--- src/rtl/restoring_divider_if.sv ---
// -----------------------------------------------------------------------------
// restoring_divider_if
//
// Groups the request/result handshake of the restoring divider.
// The clock and reset stay as plain ports on the divider itself.
//
// Parameters
//   WIDTH          operand/result width in bits
//
// Signals
//   i_start        request strobe (requester -> divider)
//   i_dividend     unsigned dividend (requester -> divider)
//   i_divisor      unsigned divisor (requester -> divider)
//   o_busy         divider is working on an accepted request
//   o_done         one-cycle pulse; results are valid in this cycle
//   o_quotient     quotient, held until the next completion
//   o_remainder    remainder, held until the next completion
//   o_div_by_zero  the completed request had a zero divisor
//
// Modports
//   master         the requester; drives i_*, observes o_*
//   slave          the divider; observes i_*, drives o_*
// -----------------------------------------------------------------------------
interface restoring_divider_if #(
  parameter int WIDTH = 4
);

  logic             i_start;
  logic [WIDTH-1:0] i_dividend;
  logic [WIDTH-1:0] i_divisor;
  logic             o_busy;
  logic             o_done;
  logic [WIDTH-1:0] o_quotient;
  logic [WIDTH-1:0] o_remainder;
  logic             o_div_by_zero;

  modport master (
    output i_start,
    output i_dividend,
    output i_divisor,
    input  o_busy,
    input  o_done,
    input  o_quotient,
    input  o_remainder,
    input  o_div_by_zero
  );

  modport slave (
    input  i_start,
    input  i_dividend,
    input  i_divisor,
    output o_busy,
    output o_done,
    output o_quotient,
    output o_remainder,
    output o_div_by_zero
  );

endinterface : restoring_divider_if

--- src/rtl/restoring_divider.sv ---
// -----------------------------------------------------------------------------
// restoring_divider
//
// Sequential unsigned restoring divider. One quotient bit is produced per
// clock by trial subtraction of the divisor from a shifting partial remainder.
// A request is accepted on a start edge while idle; results appear with a
// one-cycle o_done pulse WIDTH cycles later and are held until the next
// completion.
//
// Parameters
//   WIDTH      operand width, legal range 2..32
//
// Ports
//   i_clk      clock, all state changes on the rising edge
//   i_rst      synchronous active-high reset
//   bus        restoring_divider_if.slave handshake:
//                i_start / i_dividend / i_divisor  request
//                o_busy / o_done                   status
//                o_quotient / o_remainder          results
//                o_div_by_zero                     zero-divisor flag
//
// Build option
//   DIV_ZERO_EARLY_EN  when defined, a zero divisor seen on the start edge
//                      skips the iterations and completes in the next cycle.
//                      When undefined, a zero divisor runs all WIDTH
//                      iterations, which naturally yield quotient = all ones
//                      and remainder = dividend.
// -----------------------------------------------------------------------------
module restoring_divider #(
  parameter int WIDTH = 4
) (
  input  logic                i_clk,
  input  logic                i_rst,
  restoring_divider_if.slave  bus
);

  // Counter just wide enough to hold 0..WIDTH-1 (WIDTH >= 2, so CW >= 1).
  localparam int CW = $clog2(WIDTH);
  localparam logic [CW-1:0] LAST_ITER = CW'(WIDTH - 1);

  typedef enum logic [1:0] {
    ST_IDLE = 2'd0,
    ST_RUN  = 2'd1,
    ST_DONE = 2'd2
  } state_e;

  // ---------------------------------------------------------------------------
  // State
  // ---------------------------------------------------------------------------
  state_e           state_q,   state_d;
  logic             busy_q,    busy_d;
  logic             done_q,    done_d;
  logic [WIDTH-1:0] quo_out_q, quo_out_d;
  logic [WIDTH-1:0] rem_out_q, rem_out_d;
  logic             dz_q,      dz_d;

  // Working registers. The dividend register doubles as the quotient register:
  // each iteration consumes its MSB and the new quotient bit fills the vacated
  // LSB, so after WIDTH iterations it holds the full quotient.
  logic [WIDTH-1:0] dvd_q,     dvd_d;
  logic [WIDTH-1:0] dvs_q,     dvs_d;
  logic [WIDTH-1:0] rem_q,     rem_d;
  logic [CW-1:0]    cnt_q,     cnt_d;

  // ---------------------------------------------------------------------------
  // Iteration datapath
  // ---------------------------------------------------------------------------
  // The partial remainder is WIDTH+1 bits wide while shifting and subtracting.
  // Only the low WIDTH bits are stored: after accept or restore the remainder
  // is always below the divisor, so its top bit is zero.
  logic [WIDTH:0]   shifted;
  logic [WIDTH:0]   trial;
  logic             accept;
  logic [WIDTH-1:0] rem_iter;
  logic [WIDTH-1:0] quo_iter;
  logic             last_iter;

  assign shifted   = {rem_q, dvd_q[WIDTH-1]};
  assign trial     = shifted - {1'b0, dvs_q};
  // Non-negative trial means the divisor fits: keep the difference.
  assign accept    = ~trial[WIDTH];
  assign rem_iter  = accept ? trial[WIDTH-1:0] : shifted[WIDTH-1:0];
  assign quo_iter  = {dvd_q[WIDTH-2:0], accept};
  assign last_iter = (cnt_q == LAST_ITER);

  // ---------------------------------------------------------------------------
  // Next-state and output logic
  // ---------------------------------------------------------------------------
  always_comb begin
    // NOTE: every target gets a default first so no path leaves it unassigned,
    // which would otherwise infer a latch.
    state_d   = state_q;
    busy_d    = busy_q;
    done_d    = 1'b0;
    quo_out_d = quo_out_q;
    rem_out_d = rem_out_q;
    dz_d      = dz_q;
    dvd_d     = dvd_q;
    dvs_d     = dvs_q;
    rem_d     = rem_q;
    cnt_d     = cnt_q;

    unique case (state_q)
      ST_IDLE: begin
        if (bus.i_start) begin
          dvd_d  = bus.i_dividend;
          dvs_d  = bus.i_divisor;
          rem_d  = '0;
          cnt_d  = '0;
          busy_d = 1'b1;
`ifdef DIV_ZERO_EARLY_EN
          if (bus.i_divisor == '0) begin
            // Same results the full iteration would produce, one cycle later.
            state_d   = ST_DONE;
            done_d    = 1'b1;
            quo_out_d = '1;
            rem_out_d = bus.i_dividend;
            dz_d      = 1'b1;
          end else begin
            state_d = ST_RUN;
          end
`else
          state_d = ST_RUN;
`endif
        end
      end

      ST_RUN: begin
        dvd_d = quo_iter;
        rem_d = rem_iter;
        cnt_d = cnt_q + CW'(1);
        if (last_iter) begin
          // Results are published only on the edge that enters DONE.
          state_d   = ST_DONE;
          done_d    = 1'b1;
          quo_out_d = quo_iter;
          rem_out_d = rem_iter;
          dz_d      = (dvs_q == '0);
        end
      end

      ST_DONE: begin
        // A start seen here is deliberately dropped; the requester must retry
        // in the following idle cycle.
        state_d = ST_IDLE;
        busy_d  = 1'b0;
      end

      default: begin
        state_d = ST_IDLE;
        busy_d  = 1'b0;
      end
    endcase
  end

  // ---------------------------------------------------------------------------
  // Control and result registers
  // ---------------------------------------------------------------------------
  always_ff @(posedge i_clk) begin
    // NOTE: sequential state uses non-blocking assignments so every register
    // samples the pre-edge values, independent of statement order.
    if (i_rst) begin
      state_q   <= ST_IDLE;
      busy_q    <= 1'b0;
      done_q    <= 1'b0;
      quo_out_q <= '0;
      rem_out_q <= '0;
      dz_q      <= 1'b0;
    end else begin
      state_q   <= state_d;
      busy_q    <= busy_d;
      done_q    <= done_d;
      quo_out_q <= quo_out_d;
      rem_out_q <= rem_out_d;
      dz_q      <= dz_d;
    end
  end

  // ---------------------------------------------------------------------------
  // Working registers
  // ---------------------------------------------------------------------------
  // NOTE: these are deliberately not reset; every one is loaded on the accepted
  // start edge before it is read, and reset already forces IDLE.
  always_ff @(posedge i_clk) begin
    dvd_q <= dvd_d;
    dvs_q <= dvs_d;
    rem_q <= rem_d;
    cnt_q <= cnt_d;
  end

  // ---------------------------------------------------------------------------
  // Outputs
  // ---------------------------------------------------------------------------
  assign bus.o_busy        = busy_q;
  assign bus.o_done        = done_q;
  assign bus.o_quotient    = quo_out_q;
  assign bus.o_remainder   = rem_out_q;
  assign bus.o_div_by_zero = dz_q;

endmodule : restoring_divider

--- src/flat_wrapper.sv ---
// flat-port wrapper written by rule: the top's interface ports become plain ports
module restoring_divider_flat 
#(
  parameter int WIDTH = 4
)
  (i_clk, i_rst, bus_i_start, bus_i_dividend, bus_i_divisor, bus_o_busy, bus_o_done, bus_o_quotient, bus_o_remainder, bus_o_div_by_zero);
  restoring_divider_if #(.WIDTH(WIDTH)) bus_i ();
  input  logic i_clk;
  input  logic i_rst;
  input wire logic [$bits(bus_i.i_start)-1:0] bus_i_start;
  input wire logic [$bits(bus_i.i_dividend)-1:0] bus_i_dividend;
  input wire logic [$bits(bus_i.i_divisor)-1:0] bus_i_divisor;
  output wire logic [$bits(bus_i.o_busy)-1:0] bus_o_busy;
  output wire logic [$bits(bus_i.o_done)-1:0] bus_o_done;
  output wire logic [$bits(bus_i.o_quotient)-1:0] bus_o_quotient;
  output wire logic [$bits(bus_i.o_remainder)-1:0] bus_o_remainder;
  output wire logic [$bits(bus_i.o_div_by_zero)-1:0] bus_o_div_by_zero;
  assign bus_i.i_start = bus_i_start;
  assign bus_i.i_dividend = bus_i_dividend;
  assign bus_i.i_divisor = bus_i_divisor;
  assign bus_o_busy = bus_i.o_busy;
  assign bus_o_done = bus_i.o_done;
  assign bus_o_quotient = bus_i.o_quotient;
  assign bus_o_remainder = bus_i.o_remainder;
  assign bus_o_div_by_zero = bus_i.o_div_by_zero;
  restoring_divider #(.WIDTH(WIDTH)) u_core (.i_clk(i_clk), .i_rst(i_rst), .bus(bus_i));
endmodule
--- config.mk ---
export PLATFORM = sky130hd
export DESIGN_NAME = restoring_divider_flat
export DESIGN_NICKNAME = d
export VERILOG_FILES = /design/src/rtl/restoring_divider_if.sv /design/src/rtl/restoring_divider.sv /design/src/flat_wrapper.sv
export SDC_FILE = /design/constraint.sdc
export NUM_CORES = 1
export LEC_CHECK = 0
export ABC_AREA = 0
export BUFFER_PORTS_ARGS = -buffer_cell sky130_fd_sc_hd__clkbuf_2
export CAP_MARGIN = 20
export CORE_ASPECT_RATIO = 0.9
export CORE_MARGIN = 4
export CORE_UTILIZATION = 49
export CTS_CLUSTER_DIAMETER = 150
export DETAILED_ROUTE_END_ITERATION = 6
export HOLD_SLACK_MARGIN = 0.1
export PLACE_DENSITY = 0.72
export SYNTH_ARGS = -nofsm -noshare
export SYNTH_HDL_FRONTEND = slang
export SYNTH_SLANG_ARGS = --single-unit
--- constraint.sdc ---
create_clock -name i_clk -period 7.07 [get_ports i_clk]
set_clock_uncertainty 0.15 [all_clocks]
set_input_delay 1.414 -clock i_clk [delete_from_list [all_inputs] [get_ports i_clk]]
set_output_delay 1.414 -clock i_clk [all_outputs]
set_load 0.1 [all_outputs]
==> results.yml <==
detailed_routing:
  ant_nets: 0
  via_count: 807
  avgRoutedWirePerCell_um: 12.5
  route.detailed.drc: 0
  routed_via_density: 5.08
  drt_iter0_markers: 18
  first_pass_iters: 4
  drt-total-wl_mm: 1.98
logic_synthesis:
  ys.flop_type: "edfxtp_1"
  synth.area.mux_share: 0.0419
  synth_edf_count: 14
  synthTopCellsByArea: "edfxtp_1 35%, dfxtp_1 22%, nand2_1 6.6%"
  synth_xor_area_frac: 0.0419
  synth_cells: 110
  synth-seq-cells: 27
  yosysSeqAreaShare: 0.570
  yosysTopAreaCellShare: 0.352
  synth.distinct_cells: 26
  synth_compound_area_frac: 0.0880
  synth_top_family_by_area: "simple AND/OR/NAND/NOR gates"
  synthAdderAreaFrac: 0.0691
  syn_area_mm2: 0.00119
  yosys.area.top_type: "edfxtp_1"
  avgSynthCellArea_um2: 10.9
  yosys.area_share.simple: 0.158
  syn_nets: 127
  synth-async-reset-ratio: 0
  yosys_warnings: 0
finish:
  num_antenna_cells: 0
  nets: 150
  drive_gt1_frac: 0.250
  syn2layout_area_growth_pct: 13.0
  fill_cells: 190
  ff_latch_area_um2: 681
  mostFrequentLayoutCells: "21 x nand2_1, 21 x clkbuf_2, 16 x nor2_1, 14 x edfxtp_1, 13 x dfxtp_1"
  multiInputGateArea_um2: 477
  post-route-util: 0.602
floorplanning:
  io_pins: 22
  die_w_um: 60.1
  die_h_um: 54.8
  start_util: 0.533
  dieArea_mm2: 0.00329
  core_area_mm2: 0.00224
  num_rows: 16
cts:
  post-cts-setup-buffers: 0
  cts_tree: "built"
  cts_buffer_depth: 2
  clock_sinks: 27
  cts-resized-gates: 0
  cts_buffers: 3
  htreeDepth: 1
  clk_root_buffer_cell: "clkbuf_4"
  clkTransAtPathRegs_ns: 0.14
  cts_hold_buf: 0
  clk_latency_ns: 0.31
hold_path:
  hp-class: "register to register"
  worstHoldStart: "u_core.bus.o_quotient[2]"
timing:
  holdWs_ns: 0.313
  worst_slew_pin_slew_ns: 0.781
  rsz0062_at_grt: "false"
  hold_viol_final: 0
  fin_crit_ns: 2.70
  setup_viol: 0
  maxSlewViolCount: 0
  final.period_utilization: 0.382
  slew_headroom: 0.477
  fin_tns_setup_ns: 0
  fmax_ghz: 0.370
worst_setup_path:
  cp_max_fo: 2
  path_delay_family: "buffers and inverters"
  r2r_slack_ns: 4.60
  slowest_delay_ns: 0.46
  path_cells: "clkbuf_2"
  r2r_cells: 7
  critPathSlowestCell: "clkbuf_2"
  cp-end-kind: "output port"
  crit_buf_inv: 1
  path_depth: 1
  endpoint: "bus_o_remainder[2]"
  cp.required_ns: 5.51
  critPathLaunch: "u_core.bus.o_remainder[2]"
  r2r-end: "u_core.rem_q[2]"
  rr_startpoint: "u_core.dvs_q[0]"
  cp.arrival_ns: 1.14
  startpoint_type: "register"
  path_class: "register to output port"
global_routing:
  grt_max_degree: 16
  grt_pass1_vias: 751
  track_usage: 0.135
  grt_overflow: 0
  antenna_found_initial: 0
  grt_pass1_wl_mm: 3.22
pwr:
  p_per_area_mw_per_mm2: 264
  peakVddDrop_mv: 0.188
  power_leakage_nw: 0.573
job:
  maxCapViolCount: 0
placed_design:
  gp_congestion: 0.774
  io_buffers: 21
  post-dp-hpwl_mm: 1.61
status:
  status: "completed"
-- cell usage after synthesis, drive strengths merged (3+ instances only) --
cell type / count
ha: 5
xnor2: 3
a21oi: 8
inv: 7
nor2: 16
clkbuf: 3
edfxtp: 14
dfxtp: 13
a211oi: 4
nand2: 21
-- how the worst min path moves through the flow --
| stage | to | depth (start not counted) |
|---|---|---|
| finish | u_core.bus.o_quotient[2] | 2 |
| detailed placement | u_core.bus.o_quotient[2] | 2 |
| global route | u_core.bus.o_quotient[2] | 2 |
| floorplan | u_core.bus.o_busy | 1 |
| CTS | u_core.bus.o_quotient[2] | 2 |
| global placement | u_core.bus.o_div_by_zero | 2 |
-- sequential cells by signal, indices dropped and copies added (netlist names) --
name / flops
u_core.bus.o_remainder: 4
u_core.bus.o_done: 1
u_core.state_q: 2
u_core.dvs_q: 4
u_core.cnt_q: 2
u_core.bus.o_busy: 1
u_core.rem_q: 4
u_core.bus.o_div_by_zero: 1
u_core.dvd_q: 4
u_core.bus.o_quotient: 4
-- worst min-delay path, cell delays in order, from the launching register on --
cell and delay (ns):
dfxtp_1 0.33, nand2_1 0.05, a21oi_1 0.05
-- stage by stage --
stage	setup WS (ns)	power [mW]	cells	instance area [um^2]
3_3_place_gp	4.11	0.295	155	1320
3_5_place_dp	4.05	0.298	155	1320
4_1_cts	4.36	0.360	159	1350
2_1_floorplan	4.40	0.277	110	1190
6_report	4.37	0.357	159	1350
5_1_grt	4.30	0.379	159	1350
-- per-layer routing --
layer	wire (um)	share of wire	vias up	GRT usage
li1	-	-	414	-
met1	883	0.45	379	0.163
met2	1020	0.51	12	0.237
met3	71	0.036	2	0.0425
met4	8	0.0040	0	0.0258
met5	0	0	-	0
-- cell families (layout without fill, tap and decap cells) --
kind of cell,Yosys count,in the layout
adders and majority gates,6,6
DFF,27,27
xor gates and xnor gates,4,4
muxes,4,4
buffers and inverters,10,32
and+or+nand+nor,45,45
AOI/OAI and AO/OA,14,14
-- where the power goes --
| group | leakage [nW] | internal [mW] | total [mW] | switching (mW) |
|---|---|---|---|---|
| clock network | 0.0177 | 0.0211 | 0.0633 | 0.0422 |
| registers | 0.246 | 0.183 | 0.191 | 0.00843 |
| logic | 0.310 | 0.0395 | 0.103 | 0.0632 |
| total | 0.573 | 0.243 | 0.357 | 0.114 |
-- final cells by class --
type	count	area share
clock inverters	1	0.00371
clock buffers	3	0.0167
repair buffers	21	0.0779
inverters	7	0.0195
multi-input cells	73	0.353
well taps	27	0.0250
flip-flops and latches	27	0.504
No activity file was read; power rests on OpenSTA's default activity.
